--- config.mk ---
export PLATFORM = sky130hd
export DESIGN_NAME = seg7_scan4
export DESIGN_NICKNAME = d
export VERILOG_FILES = /design/src/rtl/seg7_scan4.sv
export SDC_FILE = /design/constraint.sdc
export NUM_CORES = 1
export LEC_CHECK = 0
export CAP_MARGIN = 25
export CORE_UTILIZATION = 49
export DETAILED_ROUTE_END_ITERATION = 8
export PLACE_DENSITY_LB_ADDON = 0.2
export SLEW_MARGIN = 10
export SYNTH_ARGS = -nofsm -noshare
export SYNTH_HDL_FRONTEND = slang
export SYNTH_SLANG_ARGS = --single-unit
export TNS_END_PERCENT = 1
--- constraint.sdc ---
create_clock -name clk -period 2.2 [get_ports clk]
set_clock_uncertainty 0.1 [all_clocks]
set_input_delay 0.55 -clock clk [delete_from_list [all_inputs] [get_ports clk]]
set_output_delay 0.55 -clock clk [all_outputs]
set_load 0.02 [all_outputs]
--- src/rtl/seg7_scan4.sv ---
// ----------------------------------------------------------------------------
// seg7_scan4 : 4-digit multiplexed 7-segment driver for a packed-BCD SS.cc count
// Revision   : 1.0
// ----------------------------------------------------------------------------
`default_nettype none

module seg7_scan4 #(
  parameter int SCAN_DIV     = 100000,
  parameter int BLINK_FRAMES = 64
) (
  input  logic        clk,
  input  logic        rst,
  input  logic [15:0] bcd_in,
  input  logic        blink,
  input  logic        lzb_en,
  output logic [3:0]  an,
  output logic [6:0]  seg,
  output logic        dp,
  output logic        frame_tick
);

  localparam int P_W  = (SCAN_DIV > 1) ? $clog2(SCAN_DIV) : 1;
  localparam int BC_W = (BLINK_FRAMES > 1) ? $clog2(BLINK_FRAMES) : 1;
  localparam logic [P_W-1:0]  P_LAST  = P_W'(SCAN_DIV - 1);
  localparam logic [BC_W-1:0] BC_LAST = BC_W'(BLINK_FRAMES - 1);
  localparam logic [6:0]      SEG_OFF = 7'b1111111;

  logic [P_W-1:0]  p_q, p_d;
  logic [1:0]      idx_q, idx_d;
  logic [15:0]     snap_q, snap_d;
  logic [BC_W-1:0] bc_q, bc_d;
  logic            phase_q, phase_d;
  logic [3:0]      an_q, an_d;
  logic [6:0]      seg_q, seg_d;
  logic            dp_q, dp_d;
  logic            frame_tick_q, frame_tick_d;

  logic            tc;
  logic            boundary;
  logic [3:0]      digit;
  logic            blanked;
  logic            lit;

  function automatic logic [6:0] seg_decode(input logic [3:0] v);
    case (v)
      4'd0:    seg_decode = 7'b1000000;
      4'd1:    seg_decode = 7'b1111001;
      4'd2:    seg_decode = 7'b0100100;
      4'd3:    seg_decode = 7'b0110000;
      4'd4:    seg_decode = 7'b0011001;
      4'd5:    seg_decode = 7'b0010010;
      4'd6:    seg_decode = 7'b0000010;
      4'd7:    seg_decode = 7'b1111000;
      4'd8:    seg_decode = 7'b0000000;
      4'd9:    seg_decode = 7'b0010000;
      default: seg_decode = 7'b0111111;
    endcase
  endfunction

  // Scan timing, frame snapshot and blink phase.
  always_comb begin
    tc           = (p_q == P_LAST);
    boundary     = tc && (idx_q == 2'd3);
    p_d          = tc ? '0 : p_q + P_W'(1);
    idx_d        = tc ? idx_q + 2'd1 : idx_q;
    snap_d       = boundary ? bcd_in : snap_q;
    frame_tick_d = boundary;
    bc_d         = bc_q;
    phase_d      = phase_q;
    if (!blink) begin
      bc_d    = '0;
      phase_d = 1'b1;
    end else if (boundary) begin
      if (bc_q == BC_LAST) begin
        bc_d    = '0;
        phase_d = ~phase_q;
      end else begin
        bc_d = bc_q + BC_W'(1);
      end
    end
  end

  // Output decode; a low blink input bypasses the phase so it relights at once.
  always_comb begin
    case (idx_q)
      2'd0:    digit = snap_q[3:0];
      2'd1:    digit = snap_q[7:4];
      2'd2:    digit = snap_q[11:8];
      default: digit = snap_q[15:12];
    endcase
    blanked = (idx_q == 2'd3) && lzb_en && (snap_q[15:12] == 4'd0);
    lit     = !blanked && (phase_q || !blink);
    an_d    = 4'b1111;
    seg_d   = SEG_OFF;
    dp_d    = 1'b1;
    if (lit) begin
      an_d  = ~(4'b0001 << idx_q);
      seg_d = seg_decode(digit);
      dp_d  = (idx_q != 2'd2);
    end
  end

  always_ff @(posedge clk) begin
    if (!rst) begin
      p_q          <= '0;
      idx_q        <= 2'd0;
      snap_q       <= 16'h0000;
      bc_q         <= '0;
      phase_q      <= 1'b1;
      an_q         <= 4'b1111;
      seg_q        <= SEG_OFF;
      dp_q         <= 1'b1;
      frame_tick_q <= 1'b0;
    end else begin
      p_q          <= p_d;
      idx_q        <= idx_d;
      snap_q       <= snap_d;
      bc_q         <= bc_d;
      phase_q      <= phase_d;
      an_q         <= an_d;
      seg_q        <= seg_d;
      dp_q         <= dp_d;
      frame_tick_q <= frame_tick_d;
    end
  end

  assign an         = an_q;
  assign seg        = seg_q;
  assign dp         = dp_q;
  assign frame_tick = frame_tick_q;

endmodule

`default_nettype wire

After elaboration in Yosys (flattened, before gate mapping)
Memories as Yosys holds them, arrays and structs flattened. A register that Yosys moved wholly into a read port is not among the register bits. Cells that the tools add are included.

Flip-flop bits (word level): 48. Input bits: 20. Memories: 1. Memory bits (read-only): 112.

Reductions and logical operators: 14. Mux-type cells: 2. Equality and inequality tests: 6. Bitwise logic cells: 3. Shifts and indexed selects: 1. Add/sub/neg operators: 3.

Memories: (name not given) (words 16, bits a word 7, read ports 1, clocked after Yosys merged registers in 1, wr ports 0, line 45) `case (v)`.

Operators with widths (number): 17-bit by 1-bit adder with 17-bit output, second input constant (1); 17-bit == test, second input constant (1); 4-bit case mux with 3 select lines (1); 6-bit by 1-bit adder with 6-bit output, second input constant (1); 6-bit == test, second input constant (1); 6-bit two-way mux (1); 2-bit AND reduction (3); 2-bit == test, second input constant (2); 1-bit logical AND (4); 4-bit logical NOT (1); 4-bit inverter (1); 1-bit by 2-bit left shift with 4-bit output, first input constant (1); 1-bit logical NOT (3); 2-bit by 1-bit adder with 2-bit output, second input constant (1); 2-bit by 1-bit == test with 1-bit output, second input constant (1); 2-bit logical NOT (1); 2-bit != test, second input constant (1); 1-bit inverter (2); 2-bit OR reduction (1); 1-bit logical OR (1).

Depth between registers and ports, before layout
Depth after elaboration: 7. Mapped depth: 8.

Least setup slack after synthesis
No wires, ideal clock.

Path type: reg2reg. Start: reg p_q[12]. End: reg bc_q[0]. Stages on the path, launching flop included: 6. Path slack: 0.110 ns. Data arrival time: 1.920 ns. Library setup time: 0.070 ns. Cells stage by stage: dfxtp_1 > or4b_1 > or3_1 > clkbuf_2 > or4_1 > a21oi_1.

Cells in the longest elaborated chain, start to end: 2.

RTL lines: from (decl) (line 28) `logic [P_W-1:0] p_q, p_d;`; from (signal assigned) (line 115) `p_q <= p_d;`; 17-bit == test (line 62) `tc = (p_q == P_LAST);`; 1-bit logical AND (line 63) `boundary = tc && (idx_q == 2'd3);`; to (signal assigned) (line 108) `bc_q <= '0;`; to (signal assigned) (line 118) `bc_q <= bc_d;`; to (decl) (line 31) `logic [BC_W-1:0] bc_q, bc_d;`.

Every way passes these cells. A chain may end at the register's enable or synchronous reset.

Final worst setup path
Start: reg p_q[12]. End: reg snap_q[6].

Cells in the longest elaborated chain, start to end: 2.

RTL lines: 17-bit == test (line 62); 1-bit logical AND (line 63); to (signal assigned) (line 117) `snap_q <= snap_d;`; to (decl) (line 30) `logic [15:0] snap_q, snap_d;`.

Every way passes these cells.

==> impl_metrics.csv <==
group,metric,value,unit
sta,timing.fmax,0.466,GHz
detailed_routing,ant_nets,0,
logic_synthesis,synth-seq-area-share,43.3,%
sta,fin_crit,2.14,ns
floorplan,fp.dieW,73.4,µm
detailed_routing,route.detailed.drc,0,
placement,place_hpwl,3940,µm
logic_synthesis,synthTopCellsByCount,"dfxtp_1 (54), a21oi_1 (28), o21ai_0 (27), nand4_1 (23), nand3_1 (19)",
placement,dp.cells,390,
clocking,h-tree-depth,2,
clocking,cts-root-buf,"clkbuf_8",
detailed_routing,drt_wl_total,5590,µm
critical_path,crit_slowest_cell,"or4b_1",
critical_path,crit_type,"flip-flop to flip-flop",
logic_synthesis,synth-main-ff-cell,"dfxtp_1",
power_and_ir_drop,ir_worst_vdd,0.000341,V
power_and_ir_drop,total_power,1.65,mW
clocking,cts.sinks,54,
logic_synthesis,synth_seq_cells,54,
floorplan,initial_core_util,51.9,%
logic_synthesis,synth_top_area_share,43.3,%
grt,antenna_found_initial,0,
clocking,cts_hold_repair.buffers,0,
placement,gp_congestion,0.824,
detailed_routing,vias_per_cell,5.66,
floorplan,die_h,73.4,µm
grt,track_usage,22.3,%
critical_path,crit_arrival,2.23,ns
logic_synthesis,synth_warnings,0,
critical_path,path_cells,"or4b_1 -> or3_4 -> buf_4 -> buf_4 -> o21ai_0 -> a21oi_1",
detailed_routing,via_count,2265,
cells_and_area,syn2layout_area_growth,23.9,%
clocking,path_clk_slew,0.09,ns
critical_path,critPathCaptureType,"flip-flop",
sta,tightest_slew,0.432,ns
sta,timing.hold.ws,0.382,ns
logic_synthesis,synth.most_common_cell,"dfxtp_1",
floorplan,fp-row-count,25,
logic_synthesis,synth_cell_types,41,
sta,fin_crit_sh,97.5,%
sta,rsz0062_at_grt,"true",
critical_path,cp-start-kind,"flip-flop",
logic_synthesis,async_reset_ff_share,0,%
logic_synthesis,netlist.top_cell.by_area,"dfxtp_1",
clocking,clockBufferDepth,2,
min_path,hold_class,"flip-flop to flip-flop",
detailed_routing,detail_route.wl_per_cell,14.0,µm
clocking,clock_latency,0.30,ns
power_and_ir_drop,p_leak,1.08,nW
sta,hold_viol,0,
critical_path,cp_slowest_stage_delay,0.55,ns
floorplan,dieArea,5390,µm²
detailed_routing,drt_pass1_iterations,5,
status,run_status,"complete, no violations",
logic_synthesis,synth_edf_count,0,
cells_and_area,final_cells,400,
cells_and_area,nets,362,
critical_path,required,2.29,ns
grt,gr-total-overflow,0,
detailed_routing,drt_iter0_drc,135,
logic_synthesis,syn-num-nets,321,
cells_and_area,fin_util,64.3,%
logic_synthesis,synthTopCellsByArea,"dfxtp_1 (43%), nand4_1 (5.8%), a21oi_1 (5.6%)",
grt,grt_pass1_vias,1976,
grt,grt_max_degree,21,
cells_and_area,antenna_cells,0,
sta,maxSlewViolCount,0,
clocking,cts_buffers,5,
logic_synthesis,synth_cells,291,
logic_synthesis,avgSynthCellArea,8.59,µm²
logic_synthesis,syn_area,2500,µm²
grt,grt_pass1_wl,9210,µm
sta,slew_headroom,70.4,%
floorplan,io_pins,33,
critical_path,critPathMaxFanout,18,
power_and_ir_drop,powerDensity,534,nW/µm²
cells_and_area,drive_above_1_share,11.7,%
flow_run,cap_violations,0,
clocking,tritoncts,"built",
floorplan,core_area,4820,µm²
placement,port_buffers,32,
sta,finalSetupViolations,0,
critical_path,crit_top_cell,"buf_4",
critical path: cells and delay by family (launching register included):
kind | cells | cell delay, ns
buffers and inverters | 2 | 0.34
AOI/OAI and AO/OA | 2 | 0.33
DFF | 1 | 0.32
and+or+nand+nor | 2 | 0.93
cell families after synthesis:
| group | share of synthesized area, % |
|---|---|
| and+or+nand+nor | 22.5 |
| xor gates and xnor gates | 3.86 |
| AOI/OAI and AO/OA | 17.5 |
| muxes | 2.95 |
| DFF | 43.3 |
| buffers and inverters | 4.91 |
| adders and majority gates | 5.01 |
layout by cell type (no fill, tap or decap), types with 3 or more instances in the layout:
cell	netlist	final
dfxtp_1	54	53
clkdlybuf4s50_1	0	32
a21oi_1	28	28
o21ai_0	27	25
nand4_1	23	23
buf_4	1	20
nand3_1	19	19
nor2_1	16	16
inv_1	13	13
nand2_1	13	13
ha_1	10	9
and3_1	7	7
xor2_1	7	7
clkbuf_8	0	6
nor3_1	6	5
or4_1	5	5
a222oi_1	4	4
xnor2_1	4	4
or3_1	4	3
o21ai_1	1	3
nor4_1	3	3
o31ai_1	3	3
sequential cells by signal, summed over array words and instances (netlist names):
name	cells
an	3
bc_q	6
dp	1
frame_tick	1
idx_q	2
p_q	17
phase_q	1
seg	7
snap_q	16
path summary, 6_finish.rpt:
| check | start | to | slack, ns | cells past startpoint |
|---|---|---|---|---|
| hold reg to reg | snap_q[7] | snap_q[7] | 0.38 | 2 |
| hold / removal | snap_q[7] | snap_q[7] | 0.38 | 2 |
| setup / recovery | p_q[12] | snap_q[6] | 0.06 | 6 |
| setup reg to reg | p_q[12] | snap_q[6] | 0.06 | 6 |
final cells by class:
class | count | area [µm²]
Timing Repair Buffer | 52 | 470
Tap cell | 67 | 83.8
Multi-Input combinational cell | 206 | 1320
Fill cell | 440 | 1720
Clock inverter | 1 | 5.00
Sequential cell | 54 | 1080
Inverter | 13 | 48.8
Clock buffer | 7 | 86.3
metrics by stage:
| stage | setup WS (ns) | cell area (µm²) | setup TNS (ns) |
|---|---|---|---|
| 6_report | 0.0561 | 3100 | 0 |
| 5_1_grt | -0.0178 | 3100 | -0.0354 |
| 4_1_cts | 0.0270 | 3070 | 0 |
| 3_5_place_dp | -0.0643 | 2970 | -0.0951 |
| 3_3_place_gp | 0.0382 | 2970 | 0 |
| 2_1_floorplan | 0.110 | 2500 | 0 |
repair_timing:
action                     4_1_cts  5_1_grt
resized for setup                2        6
buffers inserted                 0        2
pin swaps                        0        3
hold endpoints to repair         0        0
setup endpoints to repair        4        7
power by group:
group / switching [mW] / internal [mW]
registers: 0.00694 / 0.988
clock network: 0.309 / 0.255
logic: 0.0412 / 0.0529
total: 0.357 / 1.30
layer usage:
layer | up-vias | part of all wire (%) | global-route usage [%] | routed length [µm]
met2 | 33 | 43 | 32.6 | 2420
met5 | - | 0 | 0 | 0
li1 | 1154 | - | - | -
met3 | 7 | 3.1 | 4.80 | 176
met4 | 0 | 1.3 | 7.69 | 72
met1 | 1071 | 52 | 32.3 | 2920
Note: power is estimated with default switching activity, not from simulation.
